File: config.mk
export PLATFORM = sky130hd
export DESIGN_NAME = ecb_serial_ctrl
export DESIGN_NICKNAME = d
export VERILOG_FILES = /design/src/rtl/ecb_pkg.sv /design/src/rtl/ecb_enc_1bit.sv /design/src/rtl/ecb_serial_ctrl.sv
export SDC_FILE = /design/constraint.sdc
export NUM_CORES = 1
export LEC_CHECK = 0
export ABC_AREA = 1
export BUFFER_PORTS_ARGS = -buffer_cell sky130_fd_sc_hd__buf_2
export CAP_MARGIN = 20
export CELL_PAD_IN_SITES_DETAIL_PLACEMENT = 1
export CELL_PAD_IN_SITES_GLOBAL_PLACEMENT = 1
export CORE_AREA = 10 10 75 109
export DETAILED_ROUTE_END_ITERATION = 8
export DIE_AREA = 0 0 85 119
export HOLD_SLACK_MARGIN = 0.15
export PLACE_DENSITY = 0.72
export SLEW_MARGIN = 40
export SYNTH_ARGS = -nofsm -noshare
export SYNTH_HDL_FRONTEND = slang
export SYNTH_SLANG_ARGS = --single-unit
File: constraint.sdc
create_clock -name clk -period 1.2 [get_ports clk]
set_input_delay 0.12 -clock clk [delete_from_list [all_inputs] [get_ports clk]]
set_output_delay 0.12 -clock clk [all_outputs]
set_load 0.01 [all_outputs]
File: src/rtl/ecb_pkg.sv
// Shared types and constants for the bit-serial ECB controller.
// Holds the FSM state encoding and counter width helper.
package ecb_pkg;

  typedef enum logic [1:0] {
    ST_IDLE  = 2'd0,
    ST_SHIFT = 2'd1,
    ST_DONE  = 2'd2
  } state_e;

  localparam int BLOCK_W_DEF = 8;

  function automatic int cnt_width(input int w);
    return $clog2(w);
  endfunction

endpackage

File: src/rtl/ecb_enc_1bit.sv
// Single-bit ECB encryption cell.
// One plaintext bit combined with one key bit.
module ecb_enc_1bit (
  input  logic k,
  input  logic pt,
  output logic ct
);

  assign ct = pt ^ k;

endmodule

File: src/rtl/ecb_serial_ctrl.sv
// Bit-serial ECB encryption controller.
// One XOR cell per cycle, LSB first, valid/ready on both sides.
module ecb_serial_ctrl
  import ecb_pkg::*;
#(
  parameter int BLOCK_W = BLOCK_W_DEF,
  parameter int CNT_W   = 16
) (
  input  logic               clk,
  input  logic               rst_n,
  input  logic               key_load,
  input  logic [BLOCK_W-1:0] key_in,
  output logic               key_ready,
  output logic               key_loaded,
  input  logic               in_valid,
  input  logic [BLOCK_W-1:0] in_data,
  output logic               in_ready,
  output logic               out_valid,
  output logic [BLOCK_W-1:0] out_data,
  input  logic               out_ready,
  output logic               busy,
  output logic [CNT_W-1:0]   blk_cnt
);

  localparam int CW = cnt_width(BLOCK_W);
  localparam logic [CW-1:0] LAST = CW'(BLOCK_W - 1);

  state_e             state_q, state_d;
  logic [BLOCK_W-1:0] key_q, key_d;
  logic [BLOCK_W-1:0] pt_q, pt_d;
  logic [BLOCK_W-1:0] ct_q, ct_d;
  logic [CW-1:0]      cnt_q, cnt_d;
  logic               key_loaded_q, key_loaded_d;
  logic [CNT_W-1:0]   blk_cnt_q, blk_cnt_d;

  logic key_bit;
  logic ct_bit;

  assign key_bit = key_q[cnt_q];

  ecb_enc_1bit u_enc (
    .k  (key_bit),
    .pt (pt_q[0]),
    .ct (ct_bit)
  );

  assign key_ready  = (state_q == ST_IDLE);
  assign in_ready   = (state_q == ST_IDLE) & key_loaded_q & ~key_load;
  assign busy       = (state_q != ST_IDLE);
  assign out_valid  = (state_q == ST_DONE);
  assign out_data   = ct_q;
  assign key_loaded = key_loaded_q;
  assign blk_cnt    = blk_cnt_q;

  // Next-state: key load wins in IDLE, then serial shift, then hold.
  always_comb begin
    state_d      = state_q;
    key_d        = key_q;
    pt_d         = pt_q;
    ct_d         = ct_q;
    cnt_d        = cnt_q;
    key_loaded_d = key_loaded_q;
    blk_cnt_d    = blk_cnt_q;
    unique case (state_q)
      ST_IDLE: begin
        if (key_load) begin
          key_d        = key_in;
          key_loaded_d = 1'b1;
        end else if (in_valid && key_loaded_q) begin
          pt_d    = in_data;
          cnt_d   = '0;
          state_d = ST_SHIFT;
        end
      end
      ST_SHIFT: begin
        ct_d  = {ct_bit, ct_q[BLOCK_W-1:1]};
        pt_d  = pt_q >> 1;
        cnt_d = cnt_q + 1'b1;
        if (cnt_q == LAST) state_d = ST_DONE;
      end
      ST_DONE: begin
        if (out_ready) begin
          state_d   = ST_IDLE;
          blk_cnt_d = blk_cnt_q + 1'b1;
        end
      end
      default: state_d = ST_IDLE;
    endcase
  end

  // State and datapath registers.
  always_ff @(posedge clk or negedge rst_n) begin
    if (!rst_n) begin
      state_q      <= ST_IDLE;
      key_q        <= '0;
      pt_q         <= '0;
      ct_q         <= '0;
      cnt_q        <= '0;
      key_loaded_q <= 1'b0;
      blk_cnt_q    <= '0;
    end else begin
      state_q      <= state_d;
      key_q        <= key_d;
      pt_q         <= pt_d;
      ct_q         <= ct_d;
      cnt_q        <= cnt_d;
      key_loaded_q <= key_loaded_d;
      blk_cnt_q    <= blk_cnt_d;
    end
  end

endmodule

==> results of run 1 <==
## through the flow
step | hold slack (ps) | std cells
after CTS | 160 | 433
after floorplan | -176 | 251
after detailed placement | 127 | 395
final | 185 | 444
after global placement | 129 | 395
after global routing | 201 | 444
## cell usage in the layout (no fill, tap or decap), types with 4 or more instances in the layout
cell,n
nand2_1,51
buf_2,46
dfrtp_1,41
inv_1,31
buf_4,27
dlygate4sd3_1,18
buf_6,14
nor2_1,13
nand2_2,13
nand3_1,11
xor2_1,10
a21oi_1,9
nor2_4,8
o21ai_1,8
o211ai_1,7
o21ai_2,7
inv_4,5
dfrtp_2,5
clkbuf_8,5
nand3_2,4
## kinds of logic (layout without fill, tap and decap cells)
| logic type | after synthesis | in the layout | synth area share (%) |
|---|---|---|---|
| and+or+nand+nor | 115 | 116 | 23.3 |
| DFF | 46 | 46 | 53.8 |
| buffers and inverters | 42 | 158 | 7.66 |
| AOI/OAI and AO/OA | 33 | 33 | 8.65 |
| xor gates and xnor gates | 12 | 12 | 4.91 |
| adders and majority gates | 3 | 3 | 1.75 |
## synth_stat cells (all sizes together)
master	instances
a21oi	9
buf	3
clkbuf	1
dfrtp	46
ha	3
inv	38
nand2	66
nand3	17
nand4	3
nor2	24
nor3	4
nor4	1
o211ai	7
o21ai	16
o31ai	1
xnor2	1
xor2	11
## per-layer routing
metal,track usage (%),up-vias,part of all wire (%)
met5,0,-,0
met4,3.72,0,1.3
met3,2.93,8,3.5
met2,25.9,34,58
met1,13.1,1036,38
li1,-,1029,-
## tightest hold or removal path: stages
cell	delay, ps
buf_2	90
nor2_1	90
nand3_1	90
o21ai_2	60
## registers in the layout, indices dropped and copies added, names as in the netlist
| name | flops |
|---|---|
| key_loaded | 1 |
| key_q | 8 |
| state_q | 2 |
| blk_cnt | 16 |
| pt_q | 8 |
| out_data | 8 |
| cnt_q | 3 |
## worst paths after layout
| kind | from | slack [ps] | endpoint |
|---|---|---|---|
| min in group asynchronous | rst_n | 330 | blk_cnt[10] |
| worst max-delay path | state_q[1] | -250 | blk_cnt[9] |
| worst min register to register | out_data[6] | 510 | out_data[6] |
| worst max register to register | state_q[1] | -250 | blk_cnt[9] |
| worst min-delay path | key_load | 180 | pt_q[7] |
| max in group asynchronous | rst_n | 640 | state_q[1] |
## timing repair
action                     CTS  global route
hold buffers                18             0
setup endpoints to repair   37            51
pin swaps                    2             9
hold endpoints to repair    63             0
gates resized for setup     37            67
setup buffers                9            13
cloned                       3             1
## power breakdown
group	internal, mW	leakage [nW]	switching, mW
combinational	1.87	1.13	1.97
sequential	2.05	0.554	0.335
clock	0.624	0.0524	0.528
total	4.54	1.74	2.83
## cell type report
type / count / area (um^2)
clock buffers: 7 / 76.3
inverters: 38 / 163
well taps: 76 / 95.1
repair inverters: 1 / 7.51
flip-flops and latches: 46 / 1160
fillers: 735 / 2860
repair buffers: 111 / 896
clock inverters: 1 / 30.0
multi-input cells: 164 / 1060
==> reports/results.txt, run 1 <==
Synth warn: 0
GRT Residual Overflow: 0
Cell accounting for the most synthesized area: dfrtp_1
Longest Clk Path Bufs: 2
Total CTS buffers: 5
RSZ-0062 raised after global routing: yes
Synthesis-stage register bit count: 46
Worst Hold Depth: 4
Syn Area/Cell: 8.53 um^2
Crit Path Class: reg2reg
Worst setup EP type: flop
Pin count of the biggest net entering global routing: 47
Gpl congestion: 0.767
Remaining antenna violation count: 0
Leakage: 1.74 nW
# rows: 36
DRC errors left: 0
Design area: 3490 um^2
First-pass GRT wire length: 11100 um
Slowest cell on crit path: dfrtp_2
Crit path depth: 7
TNS Setup: -6290 ps
Via count: 2107
Dpl ws: -188 ps
Delay-heaviest family, CP: simple AND/OR/NAND/NOR gates
Final WL: 6990 um
Starting Density: 33.7%
CP max FO: 5
Mapped Area: 2140 um^2
CP cell instances: buf_6, nand3_4, nor2_4, nand3_4, nor2_4, buf_4, xor2_1
Layout Utilization: 54.9%
HP Class: in2reg
Vias in the first global route: 2342
Boundary pin count: 50
Die area: 10100 um^2
DRT iter0 DRCs: 55
Required time of the worst setup path: 1420 ps
Data arrival, critical path: 1660 ps
Crit start category: flop
Die width: 85 um
Critical path buffer and inverter count: 2
DR pass1 iterations: 4
Syn nets: 275
Maximum capacitance violations: 0
Fraction of layout cells with a size suffix above 1: 42.7%
Nets: 391
Violated checks: setup timing
Final worst path period share: 120%
Max Slew Vio Count: 0
CTS Root Cell: clkbuf_8
H-tree levels: 2
Post-DP HPWL: 4310 um
TritonCTS clock tree: built
Slew HR: 77.2%
Post-Synthesis Cells: 251
CTS sink count: 46
Worst-Margin Slew: 341 ps
Worst-skew pair later-pin latency: 300 ps
Global Route Usage Sum: 13.2%
Sequential area share after synthesis: 53.8%
Core area: 6350 um^2
Slowest cell delay on critical path: 430 ps
Yosys cell types: 23
Fmax: 692 MHz
Wire length per cell: 15.7 um
Initial antenna violation count: 0
Final hold violation count: 0
Outcome: complete, but fails checks
DP Area: 2690 um^2
Tmin final: 1450 ps
Setup violators final: 40
Total Power: 7.37 mW
Largest cells by area after synthesis: dfrtp_1 54%, nand2_1 11%, inv_1 6.5%
Die Span Y: 119 um
Clock transition at path regs: 90 ps
Max Clock Skew: 5.96 ps
R2R cell count: 7
Via/cell ratio: 4.75
ANT cells: 0
Pwr per Cell Area: 2110 nW/um^2
Area growth, synth to finish: 62.9%
Final worst setup slack: -245 ps
Port Buffer Count: 49
Peak supply drop: 993 uV
Post-synth top area share: 53.8%
No activity file was read; power rests on OpenSTA's default activity.
==> run 2: changes to the inputs <==
==> constraint.sdc (replaced) <==
create_clock -name clk -period 1.2 [get_ports clk]
set_input_delay 0.24 -clock clk [delete_from_list [all_inputs] [get_ports clk]]
set_output_delay 0.24 -clock clk [all_outputs]
set_load 0.01 [all_outputs]
==> reports/results.txt, run 2 (synthesis results as in run 1) <==
Max Clock Skew: 6.90 ps (+0.934 ps)
Pin count of the biggest net entering global routing: 47 (unchanged)
Die width: 85 um (unchanged)
Initial antenna violation count: 0 (unchanged)
Crit start category: flop
Slew HR: 77.6% (+0.41 points)
Remaining antenna violation count: 0 (unchanged)
Boundary pin count: 50 (unchanged)
Worst-Margin Slew: 335 ps (-6.08 ps)
RSZ-0062 raised after global routing: yes
Critical path buffer and inverter count: 4 (+2)
GRT Residual Overflow: 0 (unchanged)
DRT iter0 DRCs: 101 (+84%)
Total CTS buffers: 5 (unchanged)
Gpl congestion: 0.803 (+4.7%)
Starting Density: 33.7% (unchanged)
Required time of the worst setup path: 1400 ps (-20 ps)
Violated checks: setup timing
Max Slew Vio Count: 0 (unchanged)
Leakage: 1.69 nW (-3.0%)
Fraction of layout cells with a size suffix above 1: 44.9% (+2.3 points)
Delay-heaviest family, CP: buffers and inverters
# rows: 36 (unchanged)
Pwr per Cell Area: 2090 nW/um^2 (-1.2%)
Final hold violation count: 0 (unchanged)
Post-DP HPWL: 4390 um (+1.9%)
Slowest cell on crit path: dfrtp_2
DR pass1 iterations: 4 (unchanged)
Longest Clk Path Bufs: 2 (unchanged)
Via/cell ratio: 4.81 (+1.3%)
Hold Slack: 172 ps (-12.9 ps)
Setup violators final: 43 (+7.5%)
Worst setup EP type: flop
Wire length per cell: 15.8 um (+0.22%)
Most common cell after layout, fill and taps aside: nand2_1
First-pass GRT wire length: 11000 um (-0.75%)
Nets: 379 (-3.1%)
Maximum capacitance violations: 0 (unchanged)
Area growth, synth to finish: 57.0%
Fill count: 734 (-0.14%)
HP Class: in2reg
Via count: 2077 (-1.4%)
Vias in the first global route: 2270 (-3.1%)
Commonest cells after routing, fill and taps aside: 63 x nand2_1, 39 x dfrtp_1, 39 x buf_2
Port Buffer Count: 49 (unchanged)
Data arrival, critical path: 1710 ps (+50 ps)
Global Route Usage Sum: 13.1% (-0.11 points)
Peak supply drop: 982 uV (-1.1%)
DRC errors left: 0 (unchanged)
H-tree levels: 2 (unchanged)
Max reg flops: 16 (unchanged)
Tmin final: 1510 ps (+64.4 ps)
Die area: 10100 um^2 (unchanged)
Die Span Y: 119 um (unchanged)
Final worst setup slack: -310 ps (-64.4 ps)
CP cell instances: buf_6, inv_6, nand3_4, nor2_4, nand3_4, buf_4, buf_4, xor2_1
CP max FO: 3 (-2)
Total Power: 7.02 mW (-4.8%)
Core area: 6350 um^2 (unchanged)
Final WL: 6820 um (-2.5%)
Clock transition at path regs: 90 ps (about the same)
Outcome: complete, but fails checks
ANT cells: 0 (unchanged)
Register area: 1160 um^2 (+0.22%)
CTS Root Cell: clkbuf_8
Crit Path Class: reg2reg
Slowest cell delay on critical path: 450 ps (+20 ps)
TritonCTS clock tree: built
Layout Utilization: 52.9% (-2.0 points)
Fmax: 662 MHz (-4.3%)
Final worst path period share: 126% (+5.4 points)
Area of the multi-input gates: 1050 um^2 (-1.3%)
CTS sink count: 46 (unchanged)
Worst-skew pair later-pin latency: 300 ps (about the same)
-- run 2: cell types whose count changed in the layout (fill, tap and decap cells not counted), moves of 4 or more --
cell           previous run  this run
buf_6                    14        24
nor2_1                   13         7
nand2_1                  51        63
dlygate4sd3_1            18         1
nor2_2                    3         7
buf_2                    46        39
nand2_2                  13         2
-- run 2: worst register-to-register path, stage by stage (launching register included) --
cell and delay (ps):
dfrtp_2 450, buf_6 140, inv_6 60, nand3_4 80, nor2_4 140, nand3_4 100, buf_4 160, buf_4 130
xor2_1 140
-- run 2: timing repair --
item	CTS	global route
buffers inserted	17	7
setup endpoints to repair	48	61
pin swaps	5	10
hold buffers	1	0
gates cloned	3	2
gates resized for setup	58	45
hold endpoints to repair	46	0
-- run 2: layout make-up --
class | instances | share of cell area [%]
repair inverters | 1 | 0.223
flip-flops and latches | 46 | 34.5
repair buffers | 98 | 23.2
multi-input cells | 165 | 31.2
clock buffers | 8 | 3.28
well taps | 76 | 2.83
inverters | 38 | 4.69
-- run 2: per-stage QoR --
step / setup TNS [ps] / cell area [um^2] / instances / setup slack [ps]
floorplan: -463 / 2180 / 251 / -57.5
global placement: -2840 / 2700 / 396 / -155
detailed placement: -3720 / 2700 / 396 / -192
CTS: -4930 / 3170 / 424 / -284
global route: -9080 / 3360 / 432 / -406
finish: -6020 / 3360 / 432 / -310
-- run 2: worst paths after layout --
| path | from | endpoint | slack, ps | depth (start not counted) |
|---|---|---|---|---|
| max | state_q[0] | blk_cnt[5] | -310 | 8 |
| min | out_ready | state_q[1] | 170 | 2 |
| max reg2reg | state_q[0] | blk_cnt[5] | -310 | 8 |
| min reg2reg | out_data[2] | out_data[2] | 500 | 2 |
| max in group asynchronous | rst_n | state_q[1] | 510 | 3 |
| min in group asynchronous | rst_n | key_q[0] | 450 | 3 |
-- run 2: per-layer routing --
metal / global-route usage (%) / share of wire, % / up-vias
li1: - / - / 1001
met1: 13.6 / 38 / 1024
met2: 23.7 / 55 / 40
met3: 3.34 / 4.4 / 12
met4: 5.89 / 2.6 / 0
met5: 0 / 0 / -
-- run 2: report_power, final --
part           switching (mW)  total, mW  internal, mW
clock network           0.535       1.12         0.582
registers               0.308       2.36          2.05
logic                    1.89       3.54          1.65
total                    2.73       7.02          4.28
==> run 3: changes to the inputs <==
Settings changed: GPL_TIMING_DRIVEN from default to 0, PLACE_DENSITY 0.72 to 0.7.
==> reports/results.txt, run 3 (synthesis results as in run 1) <==
Die Span Y: 119 um (unchanged)
CP max FO: 4 (+1)
GRT Residual Overflow: 0 (unchanged)
Starting Density: 33.7% (unchanged)
Die area: 10100 um^2 (unchanged)
Post-DP HPWL: 4130 um (-5.9%)
Outcome: complete, but fails checks
Wire length per cell: 15.2 um (-3.7%)
Worst Hold Depth: 3 (+1)
Gpl congestion: 0.747 (-7.0%)
Hold Slack: 185 ps (+13.4 ps)
Worst setup EP type: primary output
Data arrival, critical path: 1240 ps (-470 ps)
Total Power: 6.26 mW (-11%)
Final worst setup slack: -276 ps (+33.2 ps)
Final worst path period share: 123% (-2.8 points)
TritonCTS clock tree: built
Final hold violation count: 0 (unchanged)
Worst R2R Setup Slack: -170 ps (+140 ps)
H-tree levels: 2 (unchanged)
Maximum capacitance violations: 0 (unchanged)
Via/cell ratio: 4.76 (-0.93%)
Reg2reg start: state_q[0]
Nets: 365 (-3.7%)
CTS sink count: 46 (unchanged)
Setup violators final: 48 (+12%)
Peak supply drop: 1270 uV (+30%)
Initial antenna violation count: 0 (unchanged)
Commonest cells after routing, fill and taps aside: 62 x nand2_1, 41 x buf_2, 33 x dfrtp_1
Tmin final: 1480 ps (-33.2 ps)
Worst R2R End: blk_cnt[13]
Via count: 1991 (-4.1%)
Area growth, synth to finish: 47.1%
Pin count of the biggest net entering global routing: 47 (unchanged)
Clock transition at path regs: 80 ps (about the same)
Die width: 85 um (unchanged)
Remaining antenna violation count: 0 (unchanged)
Critical path buffer and inverter count: 2 (-2)
Slowest cell on crit path: dfrtp_2
TNS Setup: -4300 ps (+1720 ps)
DR pass1 iterations: 4 (unchanged)
CP cell instances: nor2_4, inv_2, nor3_2, buf_2
Violated checks: setup timing
Worst-skew pair later-pin latency: 310 ps (about the same)
DRT iter0 DRCs: 66 (-35%)
Required time of the worst setup path: 960 ps (-440 ps)
Crit Path Class: reg2out
Fill count: 764 (+4.1%)
# rows: 36 (unchanged)
Worst-Margin Slew: 602 ps (+267 ps)
Vias in the first global route: 2134 (-6.0%)
Hold EP: pt_q[7]
Max Clock Skew: 6.56 ps (-0.342 ps)
Max reg flops: 16 (unchanged)
Final WL: 6350 um (-6.8%)
Core area: 6350 um^2 (unchanged)
R2R cell count: 8 (unchanged)
Longest Clk Path Bufs: 2 (unchanged)
First-pass GRT wire length: 10400 um (-5.5%)
Pwr per Cell Area: 1990 nW/um^2 (-4.9%)
Crit start category: flop
HP Class: in2reg
CTS Root Cell: clkbuf_8
Max Slew Vio Count: 0 (unchanged)
Total CTS buffers: 5 (unchanged)
Slew HR: 59.9% (-18 points)
RSZ-0062 raised after global routing: yes
Fmax: 677 MHz (+2.2%)
Fraction of layout cells with a size suffix above 1: 42.7% (-2.3 points)
Slowest cell delay on critical path: 450 ps (about the same)
Leakage: 1.58 nW (-6.7%)
Most common cell after layout, fill and taps aside: nand2_1
Hold_sp: in_data[7]
Boundary pin count: 50 (unchanged)
ANT cells: 0 (unchanged)
DRC errors left: 0 (unchanged)
Port Buffer Count: 49 (unchanged)
Global Route Usage Sum: 12.3% (-0.76 points)
Delay-heaviest family, CP: flip-flops
## run 3: worst reg2reg max path: stages, from the launching register on
cell,delay [ps]
dfrtp_2,450
inv_2,110
nand3_4,110
nor2_4,130
nand3_4,90
nor2_4,160
nand2_1,80
nor2_1,100
nor2_1,50
## run 3: area by class of cell
| type | count | area (um^2) | area share [%] |
|---|---|---|---|
| Sequential cell | 46 | 1170 | 37.1 |
| Timing Repair Buffer | 83 | 589 | 18.7 |
| Clock buffer | 7 | 86.3 | 2.74 |
| Tap cell | 76 | 95.1 | 3.02 |
| Buffer | 4 | 45.0 | 1.43 |
| Clock inverter | 1 | 5.00 | 0.159 |
| Inverter | 38 | 150 | 4.77 |
| Multi-Input combinational cell | 163 | 1010 | 32.1 |
## run 3: through the flow
| stage | worst slack [ps] | std cells | instance area [um^2] | util, % |
|---|---|---|---|---|
| after CTS | -281 | 401 | 2900 | 45.7 |
| final | -276 | 418 | 3150 | 49.6 |
| after global placement | -269 | 376 | 2520 | 39.7 |
| after floorplan | -57.5 | 251 | 2180 | - |
| after global routing | -326 | 418 | 3150 | 49.6 |
| after detailed placement | -278 | 376 | 2520 | 39.7 |
## run 3: how the worst max path moves through the flow
stage          startpoint     endpoint  slack [ps]  depth (start not counted)
6_report       state_q[0]     in_ready        -280                          4
5_1_grt        state_q[0]     in_ready        -330                          4
4_1_cts        state_q[0]     in_ready        -280                          4
3_5_place_dp   key_loaded      pt_q[2]        -280                          6
3_3_place_gp   key_loaded      pt_q[2]        -270                          6
2_1_floorplan  state_q[0]  blk_cnt[13]         -60                          8
## run 3: report_power, final
group | internal (mW) | total, mW | switching, mW
Combinational | 1.31 | 2.89 | 1.58
Sequential | 2.05 | 2.37 | 0.313
Clock | 0.466 | 1.00 | 0.536
Total | 3.83 | 6.26 | 2.42
## run 3: metal layers
layer | track usage (%) | share of wire (%)
met2 | 22.0 | 55
met1 | 12.9 | 38
met4 | 5.27 | 2.4
met5 | 0 | 0
met3 | 3.68 | 4.7
## run 3: what timing repair did
action	4_1_cts	5_1_grt
resized for setup	47	46
endpoints found under the setup margin	48	55
endpoints found under the hold margin	47	0
buffers inserted	15	16
pin swaps	9	8
cloned	0	1
hold buffers	2	0
